==> src/rtl/jt51_ym3012_pkg.sv <==
// Shared constants and FSM encoding for the YM3012-style serial DAC receiver.
package jt51_ym3012_pkg;

    localparam int MAN_W   = 10;
    localparam int EXP_W   = 3;
    localparam int MAN_LSB = 0;
    localparam int EXP_LSB = MAN_LSB + MAN_W;
    localparam int FIELD_W = EXP_LSB + EXP_W;
    localparam int LIN_W   = 16;

    typedef enum logic [1:0] {
        IDLE    = 2'd0,
        SHIFT1  = 2'd1,
        SHIFT2  = 2'd2,
        ERRWAIT = 2'd3
    } rx_state_e;

endpackage

==> src/rtl/jt51_exp2lin.sv <==
// Floating-point DAC word expander: 10-bit two's complement mantissa, 3-bit exponent
// to 16-bit linear PCM. exp=0 is silence; exp=k scales by 2^(k-1).
module jt51_exp2lin
    import jt51_ym3012_pkg::*;
(
    input  logic [MAN_W-1:0] man_i,
    input  logic [EXP_W-1:0] exp_i,
    output logic [LIN_W-1:0] lin_o
);

    logic [LIN_W-1:0] ext;

    assign ext = {{(LIN_W-MAN_W){man_i[MAN_W-1]}}, man_i};

    always_comb begin
        lin_o = '0;
        if (exp_i != '0) begin
            lin_o = ext << (exp_i - 3'd1);
        end
    end

endmodule

==> src/rtl/jt51_ym3012_rx.sv <==
// Deserialises the so/sh1/sh2 stream, checks word framing and presents decoded
// left/right pairs. Valid/ready-free: sample_valid and frame_err are 1-clk strobes.
module jt51_ym3012_rx
    import jt51_ym3012_pkg::*;
#(
    parameter int WORD_BITS = 16,
    parameter bit SWAP      = 1'b0
) (
    input  logic             clk,
    input  logic             rst_n,
    input  logic             cen,
    input  logic             so,
    input  logic             sh1,
    input  logic             sh2,
    output logic [LIN_W-1:0] left,
    output logic [LIN_W-1:0] right,
    output logic             sample_valid,
    output logic             frame_err,
    output rx_state_e        dbg_state_o
);

    localparam int CW = $clog2(WORD_BITS + 1);

    rx_state_e             state_q, state_d;
    logic [1:0]            ign_q, ign_d;
    logic [WORD_BITS-1:0]  sreg_q, sreg_d;
    logic [CW-1:0]         cnt_q, cnt_d;
    logic [LIN_W-1:0]      pend_q, pend_d;
    logic [LIN_W-1:0]      ch2_q, ch2_d;
    logic                  pair_q, pair_d;
    logic [LIN_W-1:0]      left_q, left_d;
    logic [LIN_W-1:0]      right_q, right_d;
    logic                  sv_q, sv_d;
    logic                  fe_q, fe_d;

    logic                  cnt_full;
    logic                  take_start;
    logic [LIN_W-1:0]      lin;

    jt51_exp2lin u_exp2lin (
        .man_i (sreg_q[MAN_LSB +: MAN_W]),
        .exp_i (sreg_q[EXP_LSB +: EXP_W]),
        .lin_o (lin)
    );

    generate
        if (WORD_BITS > FIELD_W) begin : g_pad
            logic pad_unused;
            assign pad_unused = ^sreg_q[WORD_BITS-1:FIELD_W];
        end
    endgenerate

    assign cnt_full = (cnt_q == CW'(WORD_BITS));

    always_comb begin
        state_d    = state_q;
        ign_d      = ign_q;
        sreg_d     = sreg_q;
        cnt_d      = cnt_q;
        pend_d     = pend_q;
        ch2_d      = ch2_q;
        pair_d     = pair_q;
        left_d     = left_q;
        right_d    = right_q;
        sv_d       = 1'b0;
        fe_d       = 1'b0;
        take_start = 1'b0;

        if (cen) begin
            // A ch2 word accepted on the previous bit time is published now.
            if (pair_q) begin
                left_d  = SWAP ? ch2_q : pend_q;
                right_d = SWAP ? pend_q : ch2_q;
                sv_d    = 1'b1;
                pair_d  = 1'b0;
            end

            if (sh1 && sh2) begin
                fe_d    = (state_q != ERRWAIT);
                state_d = ERRWAIT;
                ign_d   = 2'b11;
                cnt_d   = '0;
            end else begin
                case (state_q)
                    IDLE: take_start = 1'b1;
                    SHIFT1: begin
                        if (sh1) begin
                            if (cnt_full) begin
                                fe_d    = 1'b1;
                                state_d = ERRWAIT;
                                ign_d   = 2'b01;
                                cnt_d   = '0;
                            end else begin
                                sreg_d = sreg_q | (WORD_BITS'(so) << cnt_q);
                                cnt_d  = cnt_q + CW'(1);
                            end
                        end else begin
                            if (cnt_full) pend_d = lin;
                            else          fe_d   = 1'b1;
                            take_start = 1'b1;
                        end
                    end
                    SHIFT2: begin
                        if (sh2) begin
                            if (cnt_full) begin
                                fe_d    = 1'b1;
                                state_d = ERRWAIT;
                                ign_d   = 2'b10;
                                cnt_d   = '0;
                            end else begin
                                sreg_d = sreg_q | (WORD_BITS'(so) << cnt_q);
                                cnt_d  = cnt_q + CW'(1);
                            end
                        end else begin
                            if (cnt_full) begin
                                ch2_d  = lin;
                                pair_d = 1'b1;
                            end else begin
                                fe_d = 1'b1;
                            end
                            take_start = 1'b1;
                        end
                    end
                    ERRWAIT: begin
                        // Keep ignoring only the strobe(s) whose high period was rejected.
                        if (!((sh1 && ign_q[0]) || (sh2 && ign_q[1]))) begin
                            take_start = 1'b1;
                        end
                    end
                    default: state_d = IDLE;
                endcase
            end

            if (take_start) begin
                ign_d = 2'b00;
                if (sh1) begin
                    state_d = SHIFT1;
                    sreg_d  = WORD_BITS'(so);
                    cnt_d   = CW'(1);
                end else if (sh2) begin
                    state_d = SHIFT2;
                    sreg_d  = WORD_BITS'(so);
                    cnt_d   = CW'(1);
                end else begin
                    state_d = IDLE;
                    cnt_d   = '0;
                end
            end
        end
    end

    always_ff @(posedge clk) begin
        if (!rst_n) begin
            state_q <= IDLE;
            ign_q   <= 2'b00;
            sreg_q  <= '0;
            cnt_q   <= '0;
            pend_q  <= '0;
            ch2_q   <= '0;
            pair_q  <= 1'b0;
            left_q  <= '0;
            right_q <= '0;
            sv_q    <= 1'b0;
            fe_q    <= 1'b0;
        end else begin
            state_q <= state_d;
            ign_q   <= ign_d;
            sreg_q  <= sreg_d;
            cnt_q   <= cnt_d;
            pend_q  <= pend_d;
            ch2_q   <= ch2_d;
            pair_q  <= pair_d;
            left_q  <= left_d;
            right_q <= right_d;
            sv_q    <= sv_d;
            fe_q    <= fe_d;
        end
    end

    assign left         = left_q;
    assign right        = right_q;
    assign sample_valid = sv_q;
    assign frame_err    = fe_q;
    assign dbg_state_o  = state_q;

endmodule
==> config.mk <==
export PLATFORM = sky130hd
export DESIGN_NAME = jt51_ym3012_rx
export DESIGN_NICKNAME = d
export VERILOG_FILES = /design/src/rtl/jt51_ym3012_pkg.sv /design/src/rtl/jt51_exp2lin.sv /design/src/rtl/jt51_ym3012_rx.sv
export SDC_FILE = /design/constraint.sdc
export NUM_CORES = 1
export LEC_CHECK = 0
export ABC_AREA = 1
export CORE_UTILIZATION = 45
export CTS_CLUSTER_DIAMETER = 30
export DETAILED_ROUTE_END_ITERATION = 12
export PLACE_DENSITY_LB_ADDON = 0.08
export SETUP_SLACK_MARGIN = 0.05
export SLEW_MARGIN = 20
export SYNTH_ARGS = -nofsm -noshare
export SYNTH_HDL_FRONTEND = slang
export SYNTH_SLANG_ARGS = --single-unit
==> constraint.sdc <==
create_clock -name clk -period 2.6 [get_ports clk]
set_input_delay 0.52 -clock clk [delete_from_list [all_inputs] [get_ports clk]]
set_output_delay 0.52 -clock clk [all_outputs]
set_load 0.02 [all_outputs]
==> impl_metrics.json, run 1 <==
{
  "drive_above_1_share_pct": 11.8,
  "synth.distinct_cells": 36,
  "status": "completed",
  "finalHoldViolations": 0,
  "cp.depth": 1,
  "gp_congestion": 0.931,
  "p_comb_share_pct": 13.4,
  "hpwl_mm": 6.98,
  "ioPinCount": 42,
  "cts_resized": 0,
  "n_antenna_cell": 0,
  "cp_cell_sequence": "clkdlybuf4s50_1",
  "cp-end-kind": "primary output",
  "crit_path_top_delay_cell": "clkdlybuf4s50_1",
  "grt_pass1_vias": 3401,
  "crit_start": "dbg_state_o[1]",
  "clk_pin_slew_ps": 100,
  "htree_levels": 3,
  "multiInputGateArea_um2": 2150,
  "startpoint_type": "flop",
  "rsz0062_at_grt": "no",
  "power_density_nw_per_um2": 586,
  "drc": 0,
  "synth.most_common_cell": "nor2_1",
  "finalSetupViolCount": 0,
  "coreArea_um2": 9280,
  "synth_top_area_share_pct": 41.2,
  "total_power_w": 0.00296,
  "critPathMaxFanout": 4,
  "synth_area_um2": 4330,
  "maxCapViolCount": 0,
  "synth_area_leaders": "dfxtp_1 41%, nor2_1 12%, nand2_1 8.5%",
  "die_area_um2": 10000,
  "r2r_end": "ch2_q[14]",
  "tns_ps": 0,
  "grt_usage_pct": 20.5,
  "synth_area_leader_cell": "dfxtp_1",
  "fill_cells": 970,
  "p_sw_share_pct": 26.6,
  "cts_tree": "yes",
  "die_h_um": 100,
  "avgSynthCellArea_um2": 6.95,
  "clock_sinks": 89,
  "slowest_delay_ps": 620,
  "pwr-share-seq_pct": 48.0,
  "port_buffers": 41,
  "p_int_w": 0.00218,
  "regArea_um2": 1780,
  "worst_pin_slew_ps": 539,
  "cp_num_buf_inv": 1,
  "endpoint": "dbg_state_o[1]",
  "grt_overflow": 0,
  "fin_crit_sh_pct": 72.8,
  "syn_inst": 622,
  "cp.arrival_ps": 1370,
  "yosysWarnings": 0,
  "skew_ps": 12.6,
  "clk_latency_ps": 360,
  "ys_ff_latch": 89,
  "p_leak_nw": 2.16,
  "r2r_slack_ps": 750,
  "die_w_um": 100,
  "grt_start_max_net_pins": 47,
  "post_cts_buffers": 0,
  "worstPathRequired_ps": 2080,
  "avgRoutedWirePerCell_um": 12.4,
  "netlist_top_cells_count": "141 x nor2_1, 98 x nand2_1, 89 x dfxtp_1",
  "ys_seq_area_share_pct": 41.2,
  "post-place-ws_ps": 366,
  "cts_made_buffers": 9,
  "critPathTopFamily": "buffers and inverters",
  "period_needed_ps": 1890,
  "cts_hold_buf": 0,
  "fmax_ghz": 0.528,
  "vias_per_cell": 4.90,
  "antenna_found_initial": 0,
  "row_count": 35,
  "cts_root_buffer": "clkbuf_8",
  "grt_pass1_wl_mm": 16.3,
  "r2r-start": "cnt_q[0]",
  "drtAntennaViolNets": 0,
  "peakVddDrop_uv": 250,
  "routed_wl_mm": 9.73,
  "max-slew-margin-rel_pct": 64.0,
  "power_frac_clock_pct": 38.6,
  "fin_ws_ps": 706,
  "first_pass_iters": 5,
  "post-route-util_pct": 54.5,
  "synthFlopType": "dfxtp_1",
  "clockBufferDepth": 2,
  "vias": 3858,
  "power_switching_w": 0.000787,
  "whs_ps": 474,
  "hold_path_class": "flop to flop",
  "async_flop_share_pct": 0,
  "synth_nets": 637,
  "nets": 670,
  "slew_violations": 0,
  "path_class": "flop to primary output",
  "ff2ff_path_depth": 10,
  "drt_iter0_drc": 165,
  "start_util_pct": 46.6,
  "synthToLayoutAreaGrowth_pct": 17.0,
  "synth_edf_count": 0
}
## cell usage in the layout (no fill, tap or decap)
master,synthesis,final
a21oi_1,17,17
a21oi_2,10,10
buf_4,1,8
bufinv_16,0,3
clkbuf_8,0,9
clkdlybuf4s50_1,0,41
clkinv_1,2,2
clkinv_2,2,2
clkinvlp_4,0,1
dfxtp_1,89,89
ha_1,9,9
inv_1,56,56
inv_2,7,7
inv_4,1,1
inv_6,0,2
mux2i_1,1,1
nand2_1,98,98
nand2_2,16,16
nand2_4,5,5
nand3_1,18,18
nand3_2,2,2
nand3_4,1,1
nand4_1,6,6
nor2_1,141,141
nor2_2,1,1
nor2_4,5,5
nor3_1,2,2
nor3_2,1,1
o21a_1,1,1
o21ai_0,73,73
o21ai_1,24,24
o21ai_2,1,1
o21bai_1,1,1
o22ai_1,2,2
or2_2,2,2
xnor2_2,1,1
## per-layer routing
layer	vias up	global-route usage [%]	routed length, µm
met4	0	6.02	114
met5	-	0	0
met2	75	34.7	4660
met1	1744	26.5	4620
li1	2028	-	-
met3	11	4.04	336
## power groups by stage
stage	clock network [W]	logic [W]	registers, W
floorplan	0	0.000259	0.00148
global placement	0	0.000401	0.00145
detailed placement	0	0.000401	0.00145
CTS	0.00117	0.000402	0.00142
global route	0.00122	0.000447	0.00143
finish	0.00114	0.000398	0.00142
## stage by stage
step | instances | instance area, µm²
after global routing | 788 | 5060
after floorplan | 622 | 4330
after global placement | 773 | 4820
final | 788 | 5060
after detailed placement | 773 | 4820
after CTS | 788 | 5060
## worst min-delay path by stage
stage	from	end	slack, ps	cells past startpoint
6_report	sreg_q[8]	sreg_q[8]	470	2
5_1_grt	sreg_q[5]	sreg_q[5]	510	2
4_1_cts	sreg_q[8]	sreg_q[8]	480	2
3_5_place_dp	sreg_q[8]	sreg_q[8]	470	2
3_3_place_gp	sreg_q[8]	sreg_q[8]	450	2
2_1_floorplan	pend_q[15]	left[15]	430	2
## registers in the layout, indices dropped and copies added, names as in the netlist
| register | flops |
|---|---|
| ch2_q | 16 |
| cnt_q | 5 |
| dbg_state_o | 2 |
| frame_err | 1 |
| ign_q | 2 |
| left | 16 |
| pair_q | 1 |
| pend_q | 16 |
| right | 16 |
| sample_valid | 1 |
| sreg_q | 13 |
## cells by family after synthesis
logic type / count (synthesis) / share of synthesized area, %
fa+ha+maj: 9 / 2.60
buf+inv: 95 / 9.17
flops: 89 / 41.2
compound gates: 129 / 16.1
mux: 1 / 0.231
simple gates: 298 / 30.4
xor+xnor: 1 / 0.376
## worst reg2reg max path: stages (launching register included)
cell and delay, ps:
dfxtp_1 410, inv_1 130, ha_1 230, nand3_2 130
nor2_4 60, nand2_4 180, clkinv_2 240, nor2_1 150
nor2_1 50, o21ai_1 100, inv_1 50
## final cells by class
type / count / area share [%]
clock buffers: 9 / 2.45
well taps: 129 / 3.19
flip-flops and latches: 89 / 35.2
inverters: 68 / 5.14
repair buffers: 49 / 9.30
multi-input cells: 438 / 42.4
clock inverters: 6 / 2.27
No activity file was read; power rests on OpenSTA's default activity.
==> run 2, diff against run 1 <==
==> constraint.sdc (replaced) <==
create_clock -name clk -period 1.9 [get_ports clk]
set_input_delay 0.38 -clock clk [delete_from_list [all_inputs] [get_ports clk]]
set_output_delay 0.38 -clock clk [all_outputs]
set_load 0.02 [all_outputs]
==> run 2 against run 1 <==
Against the previous run: critical endpoint is now dbg_state_o[0]; clock skew down 2.6 ps; sequential share of layout area fell by 1.6 points; largest power group unchanged; final cell count is 4.3% higher; wire length up 0.21%; non-clock buffer count up 33; sequential cell count stayed put; worst hold slack worse by 9.4 ps.
==> impl_metrics.json, run 2 (same netlist as run 1, synthesis figures left out) <==
{
  "status": "completed",
  "worstHoldStart": "sreg_q[8]",
  "worst_pin_slew_ps": 320,
  "slowest_delay_ps": 620,
  "p_int_w": 0.00266,
  "critPathMaxFanout": 4,
  "grt_start_max_net_pins": 43,
  "fill_cells": 937,
  "start_util_pct": 46.6,
  "htree_levels": 3,
  "ff2ff_path_depth": 9,
  "r2r-start": "cnt_q[1]",
  "ioPinCount": 42,
  "crit_start": "dbg_state_o[0]",
  "holdPathStages": 2,
  "cts_hold_buf": 0,
  "slew_violations": 0,
  "die_area_um2": 10000,
  "nets": 703,
  "p_leak_nw": 2.29,
  "period_needed_ps": 1740,
  "synthToLayoutAreaGrowth_pct": 22.6,
  "crit_path_top_delay_cell": "clkdlybuf4s50_1",
  "grt_pass1_wl_mm": 16.8,
  "cp_cell_sequence": "clkdlybuf4s50_1",
  "power_switching_w": 0.00112,
  "path_class": "flop to primary output",
  "regArea_um2": 1780,
  "r2r_end": "frame_err",
  "port_buffers": 41,
  "rsz0062_at_grt": "no",
  "finalHoldViolations": 0,
  "max-slew-margin-rel_pct": 78.5,
  "fin_crit_sh_pct": 91.5,
  "drive_above_1_share_pct": 16.5,
  "coreArea_um2": 9280,
  "peakVddDrop_uv": 379,
  "vias": 3972,
  "die_h_um": 100,
  "pwr-share-seq_pct": 51.4,
  "multiInputGateArea_um2": 2150,
  "clock_sinks": 89,
  "power_frac_clock_pct": 31.7,
  "power_density_nw_per_um2": 713,
  "cp_num_buf_inv": 1,
  "post-route-util_pct": 57.1,
  "drt_iter0_drc": 112,
  "clockBufferDepth": 2,
  "grt_pass1_vias": 3660,
  "hpwl_mm": 7.16,
  "cts_root_buffer": "clkbuf_8",
  "cts_tree": "yes",
  "row_count": 35,
  "clk_latency_ps": 350,
  "worstPathRequired_ps": 1520,
  "cp.arrival_ps": 1360,
  "routed_wl_mm": 9.75,
  "fin_ws_ps": 162,
  "mostFrequentLayoutCells": "141 x nor2_1, 98 x nand2_1, 89 x dfxtp_1, 71 x o21ai_0, 54 x inv_1",
  "hold_path_class": "flop to flop",
  "cts_made_buffers": 9,
  "avgRoutedWirePerCell_um": 11.9,
  "vias_per_cell": 4.83,
  "cp-end-kind": "primary output",
  "whs_ps": 465,
  "drc": 0,
  "p_sw_share_pct": 29.5,
  "antenna_found_initial": 0,
  "n_antenna_cell": 0,
  "gp_congestion": 0.904,
  "finalSetupViolCount": 0,
  "hold_end": "sreg_q[8]",
  "first_pass_iters": 4,
  "grt_usage_pct": 20.9,
  "skew_ps": 10.1,
  "clk_pin_slew_ps": 90,
  "final_common_cell": "nor2_1",
  "critPathTopFamily": "buffers and inverters",
  "r2r_slack_ps": 190,
  "fmax_ghz": 0.575,
  "grt_overflow": 0,
  "maxCapViolCount": 0,
  "drtAntennaViolNets": 0,
  "die_w_um": 100,
  "startpoint_type": "flop",
  "post-place-ws_ps": -68.3,
  "p_comb_share_pct": 17.0
}
[run 2: changes by cell type in the layout (fill, tap and decap cells not counted), sizes merged]
| cell | previous run | this run |
|---|---|---|
| clkbuf | 9 | 10 |
| clkinv | 4 | 6 |
| clkinvlp | 1 | 3 |
| buf | 8 | 41 |
| bufinv | 3 | 0 |
| inv | 66 | 65 |
[run 2: how the worst max path moves through the flow]
stage                     endpoint  slack, ps  cells past startpoint
finish              dbg_state_o[0]        160                      1
global route            pend_q[10]         50                      9
CTS                       ch2_q[5]        140                      8
detailed placement        ign_q[1]        -70                     10
global placement          ign_q[1]        -20                     10
floorplan                 ch2_q[7]        100                     10
[run 2: metal layers]
| metal | share of wire (%) | up-vias | GRT usage [%] |
|---|---|---|---|
| met5 | 0 | - | 0 |
| met4 | 1.8 | 0 | 6.24 |
| met3 | 3.6 | 15 | 3.62 |
| met2 | 46 | 71 | 34.7 |
| met1 | 49 | 1792 | 27.8 |
| li1 | - | 2094 | - |
[run 2: final cells by class]
class / count / share of cell area (%)
Tap cell: 129 / 3.04
Sequential cell: 89 / 33.6
Clock inverter: 6 / 0.944
Inverter: 68 / 4.98
Clock buffer: 10 / 2.41
Timing Repair Buffer: 82 / 14.5
Multi-Input combinational cell: 438 / 40.5
[run 2: through the flow]
stage	instance area [µm²]	total power, W	setup TNS, ps	std cells
after floorplan	4330	0.00238	0	622
after global placement	5120	0.00262	-35.5	806
after detailed placement	5120	0.00262	-372	806
after CTS	5300	0.00381	0	822
after global routing	5300	0.00397	0	822
final	5300	0.00378	0	822
[run 2: power by group through the flow]
stage	sequential [W]	combinational [W]	clock (W)
finish	0.00194	0.000641	0.00120
global route	0.00195	0.000711	0.00131
CTS	0.00194	0.000640	0.00123
detailed placement	0.00199	0.000638	0
global placement	0.00199	0.000635	0
floorplan	0.00203	0.000355	0
[run 2: what timing repair did]
item                                    4_1_cts  5_1_grt
setup buffers                                 0        0
gates resized for setup                       0        5
endpoints found under the setup margin        0       22
==> run 3, diff against run 2 <==
--- a/config.mk
+++ b/config.mk
@@ -10,6 +10,7 @@
 export CTS_CLUSTER_DIAMETER = 30
 export DETAILED_ROUTE_END_ITERATION = 12
 export PLACE_DENSITY_LB_ADDON = 0.08
+export RECOVER_POWER = 100
 export SETUP_SLACK_MARGIN = 0.05
 export SLEW_MARGIN = 20
 export SYNTH_ARGS = -nofsm -noshare
==> run 3 against run 2 <==
Against the previous run: utilization is 0.44 points lower; highest routed layer unchanged; clock skew is 1.3 ps lower; combinational power is 3% lower; sequential cell count stayed put; largest power group unchanged; clock power hardly changed; die area stayed put.
==> impl_metrics.json, run 3 (same netlist as run 1, synthesis figures left out) <==
{
  "path_class": "flop to primary output",
  "hpwl_mm": 7.16,
  "drive_above_1_share_pct": 15.0,
  "cp_num_buf_inv": 1,
  "clk_latency_ps": 350,
  "cts_tree": "yes",
  "first_pass_iters": 4,
  "cp-end-kind": "primary output",
  "drtAntennaViolNets": 0,
  "rsz0062_at_grt": "no",
  "fin_crit_sh_pct": 94.9,
  "slew_violations": 0,
  "drt_iter0_drc": 143,
  "gp_congestion": 0.904,
  "vias_per_cell": 4.80,
  "final_common_cell": "nor2_1",
  "dp.cells": 806,
  "tns_ps": 0,
  "max-slew-margin-rel_pct": 58.5,
  "clockBufferDepth": 2,
  "worst_pin_slew_ps": 622,
  "grt_pass1_vias": 3660,
  "grt_overflow": 0,
  "antenna_found_initial": 0,
  "critPathMaxFanout": 4,
  "hold_path_class": "flop to flop",
  "cp.arrival_ps": 1420,
  "fmax_ghz": 0.555,
  "finalHoldViolations": 0,
  "period_needed_ps": 1800,
  "final_cells": 822,
  "drc": 0,
  "synthToLayoutAreaGrowth_pct": 21.6,
  "nets": 703,
  "cts_hold_buf": 0,
  "r2r-start": "cnt_q[1]",
  "worstPathRequired_ps": 1520,
  "worstHoldStart": "sreg_q[8]",
  "die_area_um2": 10000,
  "avgRoutedWirePerCell_um": 11.8,
  "coreArea_um2": 9280,
  "htree_levels": 3,
  "peakVddDrop_uv": 379,
  "cts_root_buffer": "clkbuf_8",
  "grt_usage_pct": 20.9,
  "finalSetupViolCount": 0,
  "multiInputGateArea_um2": 2130,
  "die_w_um": 100,
  "ff2ff_path_depth": 9,
  "cts_made_buffers": 9,
  "ioPinCount": 42,
  "crit_path_top_delay_cell": "dlygate4sd3_1",
  "start_util_pct": 46.6,
  "vias": 3944,
  "critPathTopFamily": "buffers and inverters",
  "regArea_um2": 1780,
  "port_buffers": 41,
  "status": "completed",
  "place_area_um2": 5120,
  "startpoint_type": "flop",
  "fill_cells": 951,
  "n_antenna_cell": 0,
  "cp_cell_sequence": "dlygate4sd3_1",
  "mostFrequentLayoutCells": "142 x nor2_1, 99 x nand2_1, 89 x dfxtp_1, 76 x o21ai_0, 55 x inv_1",
  "clock_sinks": 89,
  "clk_pin_slew_ps": 90,
  "hold_end": "sreg_q[8]",
  "slowest_delay_ps": 690,
  "r2r_slack_ps": 190,
  "routed_wl_mm": 9.72,
  "grt_start_max_net_pins": 43,
  "row_count": 35,
  "power_density_nw_per_um2": 714,
  "maxCapViolCount": 0,
  "stdcell_area_um2": 5260,
  "p_leak_nw": 2.39,
  "holdPathStages": 2,
  "skew_ps": 8.76,
  "grt_pass1_wl_mm": 16.8,
  "die_h_um": 100,
  "r2r_end": "frame_err"
}
-- run 3: changes by cell type in the layout (fill, tap and decap cells not counted), moves of 3 or more --
cell	before	now
o21ai_0	71	76
clkbuf_4	0	3
clkdlybuf4s50_1	41	4
dlygate4sd3_1	0	37
clkbuf_1	1	4
o21ai_1	26	21
a21oi_2	10	6
a21oi_1	17	21
buf_4	37	29
-- run 3: metal layers --
layer  vias up  part of all wire, %  GRT usage (%)
li1       2095                    -              -
met4         0                  1.7           6.24
met5         -                    0              0
met3        13                  2.7           3.62
met2        58                   46           34.7
met1      1778                   49           27.8
-- run 3: repair_timing --
item	in CTS	in global routing
resized for setup	0	5
setup endpoints to repair	0	22
setup buffers	0	0
-- run 3: worst max-delay path by stage --
stage / from / to / slack (ps) / cells after the start
after detailed placement: sh1 / ign_q[1] / -70 / 10
after global placement: sh1 / ign_q[1] / -20 / 10
after CTS: sreg_q[10] / ch2_q[5] / 140 / 8
final: dbg_state_o[0] / dbg_state_o[0] / 100 / 1
after floorplan: sreg_q[10] / ch2_q[7] / 100 / 10
after global routing: dbg_state_o[1] / dbg_state_o[1] / 30 / 1
-- run 3: final cells by class --
| class | instances | share of cell area, % |
|---|---|---|
| Inverter | 68 | 4.92 |
| Sequential cell | 89 | 33.9 |
| Clock buffer | 10 | 2.43 |
| Tap cell | 129 | 3.07 |
| Clock inverter | 6 | 0.951 |
| Multi-Input combinational cell | 438 | 40.5 |
| Timing Repair Buffer | 82 | 14.3 |
-- run 3: where the power goes --
part	internal (W)	total, W	leakage [nW]	switching [W]
Clock	0.000490	0.00120	0.0835	0.000706
Combinational	0.000245	0.000621	1.59	0.000376
Sequential	0.00191	0.00194	0.721	0.0000283
-- run 3: stage by stage --
step | power [W] | hold WS, ps | worst slack, ps | util (%)
2_1_floorplan | 0.00238 | 430 | 98.5 | -
3_3_place_gp | 0.00262 | 452 | -23.3 | 55.1
3_5_place_dp | 0.00262 | 457 | -68.3 | 55.1
4_1_cts | 0.00381 | 471 | 136 | 57.0
5_1_grt | 0.00395 | 491 | 26.5 | 56.7
6_report | 0.00376 | 466 | 97.3 | 56.7
